--- src/rtl/stopwatch_pkg.sv ---
// Shared definitions for the stopwatch timebase: FSM state codes, BCD digit
// limits and prescaler sizing helpers.
package stopwatch_pkg;

  // RUN shares its code with the control FSM's start state.
  typedef enum logic [3:0] {
    IDLE  = 4'd0,
    RUN   = 4'd3,
    PAUSE = 4'd4,
    DONE  = 4'd5
  } state_t;

  localparam int BCD_MAX_UNITS = 9;
  localparam int BCD_MAX_TENS  = 5;

  function automatic int calcDiv(input int clkHz, input int tickHz);
    return clkHz / tickHz;
  endfunction

  function automatic int calcCntW(input int div);
    return (div < 2) ? 1 : $clog2(div);
  endfunction

endpackage

--- src/rtl/bcd_digit.sv ---
// One decimal digit of the cascaded time counter; wraps at MAX going up and
// at 0 going down, flagging carry/borrow on the stepping edge.
module bcd_digit
  import stopwatch_pkg::*;
#(
  parameter int MAX = BCD_MAX_UNITS
) (
  input  logic       clk,
  input  logic       rst,
  input  logic       step,
  input  logic       dir,
  input  logic       clear,
  input  logic       load,
  input  logic [3:0] loadVal,
  output logic [3:0] value,
  output logic       carry
);

  localparam logic [3:0] TOP = 4'(MAX);

  assign carry = step && (dir ? (value == 4'd0) : (value == TOP));

  always_ff @(posedge clk) begin
    if (rst || clear) begin
      value <= 4'd0;
    end else if (load) begin
      value <= loadVal;
    end else if (step) begin
      if (dir) value <= (value == 4'd0) ? TOP : value - 4'd1;
      else     value <= (value == TOP) ? 4'd0 : value + 4'd1;
    end
  end

endmodule

--- src/rtl/stopwatch_timebase.sv ---
// Stopwatch/countdown core: prescaler-derived tick driving an MM:SS.mmm BCD
// counter, with pause/resume, lap freeze and countdown expiry.
module stopwatch_timebase
  import stopwatch_pkg::*;
#(
  parameter int CLK_HZ  = 50_000_000,
  parameter int TICK_HZ = 1000
) (
  input  logic        clk,
  input  logic        rst,
  input  logic        start,
  input  logic        stop,
  input  logic        clear,
  input  logic        lap,
  input  logic        dir_down,
  input  logic        load,
  input  logic [7:0]  preset_min,
  input  logic [7:0]  preset_sec,
  output logic        tick,
  output logic        running,
  output logic        expired,
  output logic        lap_active,
  output logic [7:0]  min_bcd,
  output logic [7:0]  sec_bcd,
  output logic [11:0] ms_bcd
);

  localparam int DIV   = calcDiv(CLK_HZ, TICK_HZ);
  localparam int CNT_W = calcCntW(DIV);
  localparam logic [CNT_W-1:0] PRE_LAST = CNT_W'(DIV - 1);

  // Out-of-range digits collapse the whole field to 59.
  function automatic logic [7:0] clampBcd59(input logic [7:0] v);
    if (v[7:4] > 4'(BCD_MAX_TENS) || v[3:0] > 4'(BCD_MAX_UNITS)) return 8'h59;
    return v;
  endfunction

  state_t           state, stateNext;
  logic [CNT_W-1:0] preCnt;
  logic             dirLatch;
  logic [7:0]       snapMin, snapSec;
  logic [11:0]      snapMs;
  logic [7:0]       liveMin, liveSec;
  logic [11:0]      liveMs;
  logic [7:0]       presetMinC, presetSecC;

  logic startEff, isRun, preLast, stepMs, loadEff;
  logic allZero, atOneMs, hitZero, zeroStart, lapToggle;

  assign presetMinC = clampBcd59(preset_min);
  assign presetSecC = clampBcd59(preset_sec);

  assign startEff  = start && !stop && !clear;
  assign isRun     = (state == RUN);
  assign preLast   = (preCnt == PRE_LAST);
  assign stepMs    = isRun && !clear && !stop && preLast;
  assign loadEff   = load && (state == IDLE) && !start && !clear;
  assign allZero   = ({liveMin, liveSec, liveMs} == 28'd0);
  assign atOneMs   = ({liveMin, liveSec, liveMs} == 28'd1);
  assign hitZero   = stepMs && dirLatch && atOneMs;
  assign zeroStart = (state == IDLE) && startEff && dir_down && allZero;
  assign lapToggle = isRun && lap && !clear;
  assign running   = isRun;

  always_ff @(posedge clk) begin
    if (rst) state <= IDLE;
    else     state <= stateNext;
  end

  always_comb begin
    stateNext = state;
    if (clear) begin
      stateNext = IDLE;
    end else begin
      unique case (state)
        IDLE:    if (startEff) stateNext = zeroStart ? DONE : RUN;
        RUN: begin
          if (stop)         stateNext = PAUSE;
          else if (hitZero) stateNext = DONE;
        end
        PAUSE:   if (startEff) stateNext = RUN;
        DONE:    stateNext = DONE;
        default: stateNext = IDLE;
      endcase
    end
  end

  // Prescaler holds through PAUSE so a resume keeps the partial tick.
  always_ff @(posedge clk) begin
    if (rst) begin
      preCnt     <= '0;
      dirLatch   <= 1'b0;
      tick       <= 1'b0;
      expired    <= 1'b0;
      lap_active <= 1'b0;
    end else begin
      tick    <= stepMs;
      expired <= hitZero || zeroStart;
      if (clear)                 preCnt <= '0;
      else if (isRun && !stop)   preCnt <= preLast ? '0 : preCnt + CNT_W'(1);
      if (clear)                           dirLatch <= 1'b0;
      else if (state == IDLE && startEff)  dirLatch <= dir_down;
      if (clear)          lap_active <= 1'b0;
      else if (lapToggle) lap_active <= !lap_active;
    end
  end

  always_ff @(posedge clk) begin
    if (lapToggle && !lap_active) begin
      snapMin <= liveMin;
      snapSec <= liveSec;
      snapMs  <= liveMs;
    end
  end

  assign min_bcd = lap_active ? snapMin : liveMin;
  assign sec_bcd = lap_active ? snapSec : liveSec;
  assign ms_bcd  = lap_active ? snapMs  : liveMs;

  logic cMs0, cMs1, cMs2, cSec0, cSec1, cMin0, carryUnused;

  bcd_digit #(.MAX(BCD_MAX_UNITS)) uMs0 (
    .clk(clk), .rst(rst), .step(stepMs), .dir(dirLatch), .clear(clear),
    .load(loadEff), .loadVal(4'd0), .value(liveMs[3:0]), .carry(cMs0));
  bcd_digit #(.MAX(BCD_MAX_UNITS)) uMs1 (
    .clk(clk), .rst(rst), .step(cMs0), .dir(dirLatch), .clear(clear),
    .load(loadEff), .loadVal(4'd0), .value(liveMs[7:4]), .carry(cMs1));
  bcd_digit #(.MAX(BCD_MAX_UNITS)) uMs2 (
    .clk(clk), .rst(rst), .step(cMs1), .dir(dirLatch), .clear(clear),
    .load(loadEff), .loadVal(4'd0), .value(liveMs[11:8]), .carry(cMs2));
  bcd_digit #(.MAX(BCD_MAX_UNITS)) uSec0 (
    .clk(clk), .rst(rst), .step(cMs2), .dir(dirLatch), .clear(clear),
    .load(loadEff), .loadVal(presetSecC[3:0]), .value(liveSec[3:0]), .carry(cSec0));
  bcd_digit #(.MAX(BCD_MAX_TENS)) uSec1 (
    .clk(clk), .rst(rst), .step(cSec0), .dir(dirLatch), .clear(clear),
    .load(loadEff), .loadVal(presetSecC[7:4]), .value(liveSec[7:4]), .carry(cSec1));
  bcd_digit #(.MAX(BCD_MAX_UNITS)) uMin0 (
    .clk(clk), .rst(rst), .step(cSec1), .dir(dirLatch), .clear(clear),
    .load(loadEff), .loadVal(presetMinC[3:0]), .value(liveMin[3:0]), .carry(cMin0));
  bcd_digit #(.MAX(BCD_MAX_TENS)) uMin1 (
    .clk(clk), .rst(rst), .step(cMin0), .dir(dirLatch), .clear(clear),
    .load(loadEff), .loadVal(presetMinC[7:4]), .value(liveMin[7:4]), .carry(carryUnused));

endmodule

--- config.mk ---
export PLATFORM = sky130hd
export DESIGN_NAME = stopwatch_timebase
export DESIGN_NICKNAME = d
export VERILOG_FILES = /design/src/rtl/stopwatch_pkg.sv /design/src/rtl/bcd_digit.sv /design/src/rtl/stopwatch_timebase.sv
export SDC_FILE = /design/constraint.sdc
export NUM_CORES = 1
export LEC_CHECK = 0
export BUFFER_PORTS_ARGS = -buffer_cell sky130_fd_sc_hd__buf_4
export CORE_MARGIN = 1
export CORE_UTILIZATION = 45
export DETAILED_ROUTE_END_ITERATION = 8
export PLACE_DENSITY_LB_ADDON = 0.1
export RECOVER_POWER = 25
export SYNTH_ARGS = -nofsm -noshare
export SYNTH_HDL_FRONTEND = slang
export SYNTH_HIERARCHICAL = 1
export SYNTH_SLANG_ARGS = --single-unit
export TNS_END_PERCENT = 100
--- constraint.sdc ---
create_clock -name clk -period 7 [get_ports clk]
set_clock_uncertainty 0.15 [all_clocks]
set_input_delay 0.35 -clock clk [delete_from_list [all_inputs] [get_ports clk]]
set_output_delay 0.35 -clock clk [all_outputs]
set_load 0.01 [all_outputs]
Word-level counts from Yosys, hierarchy flattened --
Index checks and enable logic that the tools add are counted.
Storage, ports and cells: register bits after elaboration 80, bits of input ports 24, output and inout port bits 32, word-level logic and storage cells 148
Cells by class: add/sub/neg operators 15, $lt $le $gt $ge 4, equal/unequal tests 15, muxes and demuxes 51, reduce and logical (&&, ||, !) cells 47
Operator list (count):
- 4-bit two-way mux | 33
- 8-bit two-way mux | 6
- 4-bit logical NOT | 8
- 4-bit by 1-bit adder with 4-bit output, second input constant | 7
- 28-bit by 1-bit equality test with 1-bit output, second input constant | 1
- 28-bit logical NOT | 1
- 4-bit by 1-bit subtractor with 4-bit output, second input constant | 7
- 1-bit logical AND | 23
- 4-bit equality test, second input constant | 5
- 16-bit by 1-bit adder with 16-bit output, second input constant | 1
- 16-bit equality test, second input constant | 1
- 4-bit by 3-bit equality test with 1-bit output, second input constant | 4
- 16-bit two-way mux | 1
- 4-bit case mux with 4 select lines | 1
- 12-bit two-way mux | 1
- 4-bit by 3-bit greater-than comparator with 1-bit output, second input constant | 2
- 4-bit greater-than comparator, second input constant | 2
- 1-bit two-way mux | 8
- 2-bit nonzero test | 4
- 4-bit by 2-bit equality test with 1-bit output, second input constant | 1
- 1-bit logical NOT | 4
- 1-bit logical OR | 4
- 2-bit inequality test, second input constant | 2
- 2-bit OR reduction | 2
- 3 further kinds | 3

Logic depth before layout (Yosys ltp) --
Gate-level depths: netlist (run 1).
word-level depth 12, gate-level depth with buffers 20, gate-level depth less buffers 20

Modules after synthesis --
Netlist (run 1), hierarchy kept.
Modules (own cells, without submodules):
- stopwatch_timebase | instances 1, cells an instance 227, area an instance 2484.9 µm², sequential area each 1301.2 µm²
- bcd_digit (uMin0 ...) | instances 5, cells an instance 43, area an instance 347.8 µm², sequential area each 80.1 µm²
- bcd_digit (uMin1 ...) | instances 2, cells an instance 40, area an instance 364.1 µm², sequential area each 80.1 µm²

Least setup slack after synthesis (run 1) --
Ideal clock, no wire load.
path type flip-flop to flip-flop, start register preCnt[0], end register uMin1.value[1], library setup time 0.122 ns, arrival 6.419 ns, data required time 6.728 ns, path slack 0.309 ns, stages on the path, launching flop included 20, path buffers 0, period minus slack after synthesis 6.691 ns, path through dfxtp_1 > ha_1 > and4_1 > nand3_1 > or2_2 > nor2_1 > inv_1 > nor4b_1 > inv_1 > nor4b_1 > inv_1 > nor4b_1 > inv_1 > nor4b_1 > inv_1 > a2111oi_2 > inv_1 > nor4b_1 > nand2b_1 > o311a_1
On the way: word-level cells in the longest chain between the ends 9
RTL lines:
- start, declared | line stopwatch_timebase.sv:39 | logic [CNT_W-1:0] preCnt;
- start signal, assigned | line stopwatch_timebase.sv:100 | else if (isRun && !stop) preCnt <= preLast ? '0 : preCnt + CNT_W'(1);
- 16-bit equality test | line stopwatch_timebase.sv:55 | assign preLast = (preCnt == PRE_LAST);
- 1-bit logical AND | line stopwatch_timebase.sv:56 | assign stepMs = isRun && !clear && !stop && preLast;
- net stepMs | line stopwatch_timebase.sv:47 | logic startEff, isRun, preLast, stepMs, loadEff;
- 1-bit logical AND | line bcd_digit.sv:21 | assign carry = step && (dir ? (value == 4'd0) : (value == TOP));
- net cMs0 | line stopwatch_timebase.sv:120 | logic cMs0, cMs1, cMs2, cSec0, cSec1, cMin0, carryUnused;
- 1-bit logical AND | line bcd_digit.sv:21
- net cMs1 | line stopwatch_timebase.sv:120
- 1-bit logical AND | line bcd_digit.sv:21
- net cMs2 | line stopwatch_timebase.sv:120
- 1-bit logical AND | line bcd_digit.sv:21
- net cSec0 | line stopwatch_timebase.sv:120
- 1-bit logical AND | line bcd_digit.sv:21
- net cSec1 | line stopwatch_timebase.sv:120
- 1-bit logical AND | line bcd_digit.sv:21
- net cMin0 | line stopwatch_timebase.sv:120
- 2-bit nonzero test (no line)
- end signal, assigned | line bcd_digit.sv:27 | value <= loadVal;
- end signal, assigned | line bcd_digit.sv:29 | if (dir) value <= (value == 4'd0) ? TOP : value - 4'd1;
- end signal, assigned | line bcd_digit.sv:30 | else value <= (value == TOP) ? 4'd0 : value + 4'd1;
- end, declared | line bcd_digit.sv:15 | output logic [3:0] value,
The timed path passes the listed nets, and every way through them passes these cells. A chain may end at the register's enable or synchronous reset.

Final worst setup path (run 1) --
Same ends and word-level chain as after synthesis.

==> results of run 1 <==
==> routing by layer <==
layer / track usage / vias to the layer above / share of wire / routed length [um]
met2: 0.328 / 93 / 0.46 / 5250
met1: 0.292 / 1962 / 0.49 / 5550
met4: 0.0646 / 0 / 0.014 / 162
li1: - / 2023 / - / -
met3: 0.0389 / 13 / 0.034 / 388
met5: 0 / - / 0 / 0
==> flip-flops by register name, indices dropped and copies added, names as in the netlist <==
register	flops
dirLatch	1
snapMs	12
uMs2/value	4
state	3
uSec1/value	4
uMs1/value	4
uMin0/value	4
expired	1
lap_active	1
uMin1/value	4
snapSec	8
uSec0/value	4
snapMin	8
uMs0/value	4
tick	1
preCnt	16
==> report_power, final <==
part | switching (uW) | total (uW) | internal (uW)
Sequential | 9.43 | 485 | 475
Clock | 184 | 394 | 210
Combinational | 36.9 | 69.8 | 32.9
==> worst paths after layout <==
kind | from | end | slack [ns] | cells past startpoint
hold reg to reg | preCnt[1]$_SDFFE_PP0P_ | preCnt[1]$_SDFFE_PP0P_ | 0.33 | 2
setup reg to reg | preCnt[0]$_SDFFE_PP0P_ | uMin1/value[1]$_SDFFE_PP0P_ | 0.77 | 23
hold / removal | dir_down | dirLatch$_SDFFE_PP0N_ | 0.12 | 3
setup / recovery | preCnt[0]$_SDFFE_PP0P_ | uMin1/value[1]$_SDFFE_PP0P_ | 0.77 | 23
==> worst register-to-register path: cells and delay by family (launching register included) <==
family / cells / cell delay, ns
AND/OR/NAND/NOR: 10 / 3.04
AO/OA/AOI/OAI: 2 / 0.93
flip-flops: 1 / 0.37
buffers and inverters: 10 / 1.43
adder cells (fa/ha/maj): 1 / 0.20
==> layout make-up <==
cell class,instances,share of cell area
inverters,21,0.0139
flip-flops and latches,79,0.329
well taps,136,0.0301
repair buffers,63,0.0816
multi-input cells,398,0.505
clock buffers,11,0.0307
clock inverters,5,0.0102
==> metrics by stage <==
stage / std cells / total power (uW) / setup WS, ns
2_1_floorplan: 533 / 538 / 0.387
3_3_place_gp: 697 / 563 / 1.06
3_5_place_dp: 697 / 565 / 0.828
4_1_cts: 713 / 954 / 0.753
5_1_grt: 713 / 986 / 0.269
6_report: 713 / 948 / 0.771
==> impl_metrics.py, run 1 <==
metrics = {
    "worst_hold_path": {
        "min_path_type": "in -> reg",
    },
    "placed_design": {
        "gp_congestion": 0.827,
        "place_hpwl_um": 7590,
        "placed_cell_area_mm2": 0.00544,
        "port_buffers": 55,
    },
    "critical_path": {
        "crit_buf_inv": 10,
        "slowest_stage": "nor4b_1",
        "crit_top_cell": "inv_1",
        "setup.worst_path.class": "reg -> reg",
        "cp-end-kind": "register",
        "crit_chain": "ha_1 > and4_1 > nand3_1 > or2_2 > nor2_1 > inv_1 > nor4b_1 > buf_4 > inv_1 > nor4b_1 > buf_4 > inv_1 > nor4b_1 > buf_4 > inv_1 > nor4b_1 > buf_4 > inv_1 > a2111oi_2 > inv_1 > nor4b_1 > nand2b_1 > o311a_1",
        "arrival_ns": 6.33,
        "critical-path-max-stage-delay_ns": 0.74,
        "cp_max_fo": 6,
        "cp.required_ns": 7.10,
        "path_delay_family": "simple AND/OR/NAND/NOR gates",
        "start_kind": "register",
    },
    "sta": {
        "finalCritPeriodShare": 0.890,
        "tightest_slew_ns": 1.33,
        "max_freq_mhz": 161,
        "slew_headroom": 0.116,
        "rsz0062_at_grt": "false",
        "whs_ns": 0.117,
        "fin_crit_ns": 6.23,
        "timing.setup.tns_ns": 0,
        "finalHoldViolations": 0,
        "setup_viol": 0,
        "drv_slew": 0,
    },
    "layout": {
        "areaGrowthSynthToFinish_pct": 14.7,
        "nFillCells": 967,
        "regArea_mm2": 0.00186,
        "multiInputGateArea_mm2": 0.00286,
        "most-common-layout-cells": "60 x buf_4, 51 x dfxtp_1, 45 x nor2_1, 29 x xnor2_1",
        "stdcell_area_mm2": 0.00566,
        "diodes": 0,
        "final_core_util": 0.541,
        "drive_gt1_frac": 0.222,
        "layout_commonest_cell": "buf_4",
        "nets": 597,
    },
    "cts": {
        "post_cts_buffers": 0,
        "tritoncts": "done",
        "htree_num_levels": 3,
        "clock_latency_ns": 0.36,
        "cts_resized": 0,
        "cts_num_sinks": 79,
        "cts_hold_buf": 0,
        "cts.clk_slew.worst_paths_ns": 0.09,
        "cts_made_buffers": 9,
        "cts-root-buf": "clkbuf_8",
        "cts_max_path_buffers": 2,
    },
    "power": {
        "p_leak_uw": 0.00191,
        "power_per_cell_area_mw_per_mm2": 167,
        "ir_drop_v": 0.0000921,
    },
    "synth": {
        "synth_cells": 520,
        "synthesis.area_mm2": 0.00493,
        "syn_avg_cell_area_um2": 9.49,
        "synth_warnings": 6,
    },
    "detailed_routing": {
        "ant_nets": 0,
        "drt-total-wl_um": 11300,
        "drc": 0,
        "vias_per_cell": 5.74,
        "wire_per_inst_um": 15.9,
        "dr_total_vias": 4091,
        "drt_iter0_drc": 195,
        "drt-pass1-iter-count": 4,
    },
    "global_route": {
        "grt_pass1_vias": 3835,
        "grt_antenna_before_repair": 0,
        "track_usage": 0.209,
        "grt.overflow.total": 0,
        "grt_max_degree": 79,
        "grt_pass1_wl_um": 18900,
    },
    "floorplan": {
        "start_util": 0.472,
        "fp.coreArea_mm2": 0.0105,
        "die_area_mm2": 0.0114,
        "rows": 37,
        "die_width_um": 107,
        "die_h_um": 107,
        "ios": 56,
    },
    "flow_run": {
        "maxCapViolCount": 0,
    },
    "status": {
        "run_status": "finished clean",
    },
}
No activity file was read; power rests on OpenSTA's default activity.
==> run 2, diff against run 1 <==
--- a/config.mk
+++ b/config.mk
@@ -11,6 +11,7 @@
 export DETAILED_ROUTE_END_ITERATION = 8
 export PLACE_DENSITY_LB_ADDON = 0.1
 export RECOVER_POWER = 25
+export SLEW_MARGIN = 20
 export SYNTH_ARGS = -nofsm -noshare
 export SYNTH_HDL_FRONTEND = slang
 export SYNTH_HIERARCHICAL = 1
==> constraint.sdc (replaced) <==
create_clock -name clk -period 7.7 [get_ports clk]
set_clock_uncertainty 0.15 [all_clocks]
set_input_delay 0.385 -clock clk [delete_from_list [all_inputs] [get_ports clk]]
set_output_delay 0.385 -clock clk [all_outputs]
set_load 0.01 [all_outputs]
==> run 2 against run 1 <==
Net effect: via count fell by 0.39%; register-to-register slack improved by 0.18 ns; total power down 11%; critical path type unchanged; largest power group unchanged; highest routed layer unchanged.
==> impl_metrics.py, run 2 (synthesis gave the netlist of run 1 again) <==
metrics = {
    "critical_path": {
        "start_kind": "register",
        "crit_buf_inv": 9,
        "crit_start": "preCnt[0]$_SDFFE_PP0P_",
        "crit_top_cell": "inv_1",
        "path_delay_family": "simple AND/OR/NAND/NOR gates",
        "crit_chain": "ha_1 > and4_1 > nand3_1 > or2_2 > nor2_1 > inv_1 > nor4b_1 > inv_1 > nor4b_1 > inv_1 > nor4b_1 > buf_4 > inv_1 > nor4b_1 > buf_4 > inv_1 > a2111oi_2 > inv_1 > nor4b_1 > buf_4 > nand2b_1 > o311a_1",
        "cp-end-kind": "register",
        "reg2reg_from": "preCnt[0]$_SDFFE_PP0P_",
        "critical-path-max-stage-delay_ns": 0.76,
        "setup.worst_path.class": "reg -> reg",
        "cp_max_fo": 6,
        "reg2regPathDepth": 22,
        "arrival_ns": 6.86,
        "rrSetupSlack_ns": 0.95,
        "slowest_stage": "nor4b_1",
        "cp.required_ns": 7.81,
        "r2r_end": "uMin1/value[1]$_SDFFE_PP0P_",
    },
    "power": {
        "p_sw_uw": 201,
        "seq_power_share": 0.522,
        "intPower_uw": 643,
        "swShare": 0.238,
        "combPwrFrac": 0.075,
        "ir_drop_v": 0.0000779,
        "power_per_cell_area_mw_per_mm2": 149,
        "p_leak_uw": 0.00190,
        "clock_power_share": 0.403,
    },
    "layout": {
        "drive_gt1_frac": 0.220,
        "largest_register_ffs": 16,
        "areaGrowthSynthToFinish_pct": 14.5,
        "biggestRegsByFlops": "preCnt x16, snapMs x12",
        "stdcell_area_mm2": 0.00565,
        "layout_commonest_cell": "buf_4",
        "nets": 596,
        "most-common-layout-cells": "59 x buf_4, 51 x dfxtp_1, 45 x nor2_1, 29 x xnor2_1",
        "nFillCells": 985,
        "diodes": 0,
        "largest-register": "preCnt",
    },
    "detailed_routing": {
        "vias_per_cell": 5.72,
        "drt_iter0_drc": 275,
        "dr_total_vias": 4075,
        "drt-total-wl_um": 11200,
        "drc": 0,
        "ant_nets": 0,
        "drt-pass1-iter-count": 4,
        "wire_per_inst_um": 15.7,
    },
    "cts": {
        "cts-root-buf": "clkbuf_8",
        "cts_resized": 0,
        "htree_num_levels": 3,
        "clock_latency_ns": 0.37,
        "tritoncts": "done",
        "cts_made_buffers": 9,
        "post_cts_buffers": 0,
        "cts_max_path_buffers": 2,
        "cts_num_sinks": 79,
        "cts_hold_buf": 0,
        "cts.clk_slew.worst_paths_ns": 0.09,
    },
    "placed_design": {
        "place_hpwl_um": 7340,
        "port_buffers": 55,
        "placed_cell_area_mm2": 0.00544,
        "gp_congestion": 0.829,
    },
    "global_route": {
        "track_usage": 0.203,
        "grt_max_degree": 79,
        "grt_antenna_before_repair": 0,
        "grt_pass1_vias": 3678,
        "grt.overflow.total": 0,
        "grt_pass1_wl_um": 18300,
    },
    "worst_hold_path": {
        "hp-start": "dir_down",
        "hold_depth": 3,
        "whs_endpoint": "dirLatch$_SDFFE_PP0N_",
        "min_path_type": "in -> reg",
    },
    "floorplan": {
        "die_h_um": 107,
        "die_width_um": 107,
        "ios": 56,
        "fp.coreArea_mm2": 0.0105,
        "die_area_mm2": 0.0114,
        "start_util": 0.472,
        "rows": 37,
    },
    "sta": {
        "slew_headroom": 0.405,
        "fin_crit_ns": 6.75,
        "timing.setup.tns_ns": 0,
        "finalCritPeriodShare": 0.877,
        "max_freq_mhz": 148,
        "tightest_slew_ns": 0.881,
        "setup_viol": 0,
        "rsz0062_at_grt": "false",
        "finalHoldViolations": 0,
        "drv_slew": 0,
    },
    "status": {
        "run_status": "finished clean",
    },
    "flow_run": {
        "maxCapViolCount": 0,
    },
}
run 2: how the worst max path moves through the flow:
stage / depth (start not counted) / endpoint
6_report: 22 / uMin1/value[1]$_SDFFE_PP0P_
2_1_floorplan: 19 / uMin1/value[1]$_SDFFE_PP0P_
3_5_place_dp: 22 / uMin1/value[1]$_SDFFE_PP0P_
3_3_place_gp: 22 / uMin1/value[1]$_SDFFE_PP0P_
4_1_cts: 22 / uMin1/value[1]$_SDFFE_PP0P_
5_1_grt: 22 / uMin1/value[1]$_SDFFE_PP0P_
run 2: tightest hold or removal path: cells and delay by family:
kind / cells / cell delay, ns
buffers and inverters: 1 / 0.11
AO/OA/AOI/OAI: 1 / 0.05
AND/OR/NAND/NOR: 1 / 0.06
run 2: metal layers:
| layer | share of wire | track usage | vias to the layer above |
|---|---|---|---|
| met5 | 0 | 0 | - |
| li1 | - | - | 2009 |
| met2 | 0.46 | 0.314 | 98 |
| met3 | 0.043 | 0.0450 | 16 |
| met1 | 0.48 | 0.274 | 1952 |
| met4 | 0.020 | 0.0783 | 0 |
run 2: layout make-up:
cell class	instances	area [um2]	area share
Sequential cell	79	1860	0.329
Clock buffer	15	218	0.0385
Inverter	21	78.8	0.0140
Tap cell	136	170	0.0301
Clock inverter	1	5.00	0.000886
Multi-Input combinational cell	398	2860	0.507
Timing Repair Buffer	62	454	0.0804
run 2: per-stage QoR:
| stage | std cells | power (uW) | setup WS [ns] | utilization | hold slack [ns] |
|---|---|---|---|---|---|
| 3_3_place_gp | 696 | 512 | 1.22 | 0.519 | 0.310 |
| 6_report | 712 | 843 | 0.949 | 0.540 | 0.141 |
| 5_1_grt | 712 | 879 | 0.498 | 0.540 | 0.134 |
| 3_5_place_dp | 696 | 513 | 1.02 | 0.520 | 0.336 |
| 4_1_cts | 712 | 852 | 0.958 | 0.541 | 0.126 |
| 2_1_floorplan | 533 | 489 | 1.09 | - | 0.293 |
run 2: power by group through the flow:
| stage | registers (uW) | clock network, uW | logic, uW |
|---|---|---|---|
| floorplan | 445 | 0 | 44.7 |
| global placement | 450 | 0 | 62.5 |
| detailed placement | 450 | 0 | 63.1 |
| CTS | 440 | 348 | 63.4 |
| global route | 441 | 367 | 70.5 |
| finish | 440 | 340 | 63.1 |
==> run 3, diff against run 2 <==
--- a/config.mk
+++ b/config.mk
@@ -8,6 +8,7 @@
 export BUFFER_PORTS_ARGS = -buffer_cell sky130_fd_sc_hd__buf_4
 export CORE_MARGIN = 1
 export CORE_UTILIZATION = 45
+export CTS_BUF_LIST = sky130_fd_sc_hd__clkbuf_16
 export DETAILED_ROUTE_END_ITERATION = 8
 export PLACE_DENSITY_LB_ADDON = 0.1
 export RECOVER_POWER = 25
==> run 3 against run 2 <==
Net effect: wire length decreased by 0.15%; die area did not move; sequential power about the same; first-iteration DRC count decreased by 8.4%; worst hold slack better by 0.027 ns; worst setup slack got worse by 0.042 ns; clock power increased by 18%; global-route usage increased by 0.38 points; sequential share of layout area fell by 0.30 points; critical path depth is the same; highest routed layer unchanged.
==> impl_metrics.py, run 3 (synthesis gave the netlist of run 1 again) <==
metrics = {
    "status": {
        "run_status": "finished clean",
    },
    "layout": {
        "largest_register_ffs": 16,
        "nets": 596,
        "areaGrowthSynthToFinish_pct": 15.6,
        "drive_gt1_frac": 0.214,
        "stdcell_area_mm2": 0.00570,
        "layout_commonest_cell": "buf_4",
        "biggestRegsByFlops": "preCnt x16, snapMs x12",
        "largest-register": "preCnt",
        "diodes": 0,
        "final_core_util": 0.545,
        "most-common-layout-cells": "59 x buf_4, 51 x dfxtp_1, 45 x nor2_1, 29 x xnor2_1",
    },
    "global_route": {
        "grt_pass1_vias": 3692,
        "grt_max_degree": 79,
        "track_usage": 0.206,
        "grt_antenna_before_repair": 0,
        "grtUsageMet1": 0.276,
        "gr-max-usage-layer": "met2",
        "grt_use_met2": 0.317,
        "grt.overflow.total": 0,
        "grt_pass1_wl_um": 18400,
        "grt_use_met3": 0.0413,
    },
    "sta": {
        "timing.setup.tns_ns": 0,
        "finalCritPeriodShare": 0.882,
        "fin_crit_ns": 6.79,
        "tightest_slew_ns": 0.896,
        "max_freq_mhz": 147,
        "slew_headroom": 0.395,
        "finalHoldViolations": 0,
        "drv_slew": 0,
        "setup_viol": 0,
        "rsz0062_at_grt": "false",
        "whs_ns": 0.168,
    },
    "worst_hold_path": {
        "hp-start": "dir_down",
        "whs_endpoint": "dirLatch$_SDFFE_PP0N_",
        "min_path_type": "in -> reg",
        "hold_depth": 3,
    },
    "critical_path": {
        "cp_max_fo": 6,
        "start_kind": "register",
        "path_delay_family": "simple AND/OR/NAND/NOR gates",
        "cp.required_ns": 7.78,
        "reg2reg_from": "preCnt[0]$_SDFFE_PP0P_",
        "crit_buf_inv": 9,
        "critical-path-max-stage-delay_ns": 0.77,
        "arrival_ns": 6.88,
        "rrSetupSlack_ns": 0.91,
        "reg2regPathDepth": 22,
        "setup.worst_path.class": "reg -> reg",
        "slowest_stage": "nor4b_1",
        "r2r_end": "uMin1/value[1]$_SDFFE_PP0P_",
        "crit_top_cell": "inv_1",
        "cp-end-kind": "register",
        "crit_chain": "ha_1 > and4_1 > nand3_1 > or2_2 > nor2_1 > inv_1 > nor4b_1 > inv_1 > nor4b_1 > inv_1 > nor4b_1 > buf_4 > inv_1 > nor4b_1 > buf_4 > inv_1 > a2111oi_2 > inv_1 > nor4b_1 > buf_4 > nand2b_1 > o311a_1",
    },
    "placed_design": {
        "placed_cell_area_mm2": 0.00544,
        "place_hpwl_um": 7340,
        "port_buffers": 55,
        "gp_congestion": 0.829,
    },
    "floorplan": {
        "die_area_mm2": 0.0114,
        "start_util": 0.472,
        "die_width_um": 107,
        "fp.coreArea_mm2": 0.0105,
        "rows": 37,
        "ios": 56,
        "die_h_um": 107,
    },
    "detailed_routing": {
        "drt_iter0_drc": 252,
        "drc": 0,
        "vias_per_cell": 5.74,
        "drt-total-wl_um": 11100,
        "ant_nets": 0,
        "dr_total_vias": 4088,
        "drt-pass1-iter-count": 7,
        "wire_per_inst_um": 15.7,
    },
    "cts": {
        "cts_hold_buf": 0,
        "clock_latency_ns": 0.35,
        "tritoncts": "done",
        "cts_max_path_buffers": 2,
        "cts.clk_slew.worst_paths_ns": 0.06,
        "cts_resized": 0,
        "cts-root-buf": "clkbuf_16",
        "cts_num_sinks": 79,
        "post_cts_buffers": 0,
        "cts_made_buffers": 9,
        "htree_num_levels": 3,
    },
    "power": {
        "power_per_cell_area_mw_per_mm2": 159,
        "p_leak_uw": 0.00192,
        "ir_drop_v": 0.000116,
    },
    "flow_run": {
        "maxCapViolCount": 0,
    },
}
## run 3: cell types whose count changed in the layout (fill, tap and decap cells not counted), sizes merged
cell and delta:
clkinv +4, clkbuf -5, inv +1
## run 3: worst register-to-register path, cell delays in order, from the launching register on
cell       delay, ns
dfxtp_1         0.37
ha_1            0.18
and4_1          0.26
nand3_1         0.14
or2_2           0.35
nor2_1          0.27
inv_1           0.16
nor4b_1         0.77
inv_1           0.22
nor4b_1         0.77
inv_1           0.22
nor4b_1         0.36
buf_4           0.21
inv_1           0.08
nor4b_1         0.27
buf_4           0.21
inv_1           0.05
a2111oi_2       0.50
inv_1           0.21
nor4b_1         0.30
buf_4           0.19
nand2b_1        0.08
o311a_1         0.36
## run 3: area by class of cell
cell class	count	area, um2
fill	977	4760
multi-input combinational	398	2860
sequential	79	1860
timing repair buffer	62	454
clock buffer	10	250
tap	136	170
inverter	21	78.8
clock inverter	6	23.8
## run 3: power by group
part / internal [uW] / switching (uW) / leakage, uW
combinational: 29.7 / 33.4 / 0.00116
clock: 232 / 170 / 0.000138
sequential: 433 / 8.18 / 0.000618
total: 694 / 212 / 0.00192
## run 3: routing by layer
layer,part of all wire,up-vias
met4,0.024,0
li1,-,2017
met5,0,-
met2,0.46,91
met1,0.48,1963
met3,0.039,17
## run 3: worst max path at each step
| stage | startpoint | end | slack, ns | depth (start not counted) |
|---|---|---|---|---|
| floorplan | preCnt[0]$_SDFFE_PP0P_ | uMin1/value[1]$_SDFFE_PP0P_ | 1.09 | 19 |
| global placement | preCnt[0]$_SDFFE_PP0P_ | uMin1/value[1]$_SDFFE_PP0P_ | 1.22 | 22 |
| detailed placement | preCnt[0]$_SDFFE_PP0P_ | uMin1/value[1]$_SDFFE_PP0P_ | 1.02 | 22 |
| CTS | preCnt[0]$_SDFFE_PP0P_ | uMin1/value[1]$_SDFFE_PP0P_ | 0.94 | 22 |
| global route | preCnt[0]$_SDFFE_PP0P_ | uMin1/value[1]$_SDFFE_PP0P_ | 0.46 | 22 |
| finish | preCnt[0]$_SDFFE_PP0P_ | uMin1/value[1]$_SDFFE_PP0P_ | 0.91 | 22 |
## run 3: per-stage QoR
stage,std cells,power [uW],worst slack [ns]
after floorplan,533,489,1.09
after global placement,696,512,1.22
after detailed placement,696,513,1.02
after CTS,712,918,0.938
after global routing,712,944,0.457
final,712,906,0.907
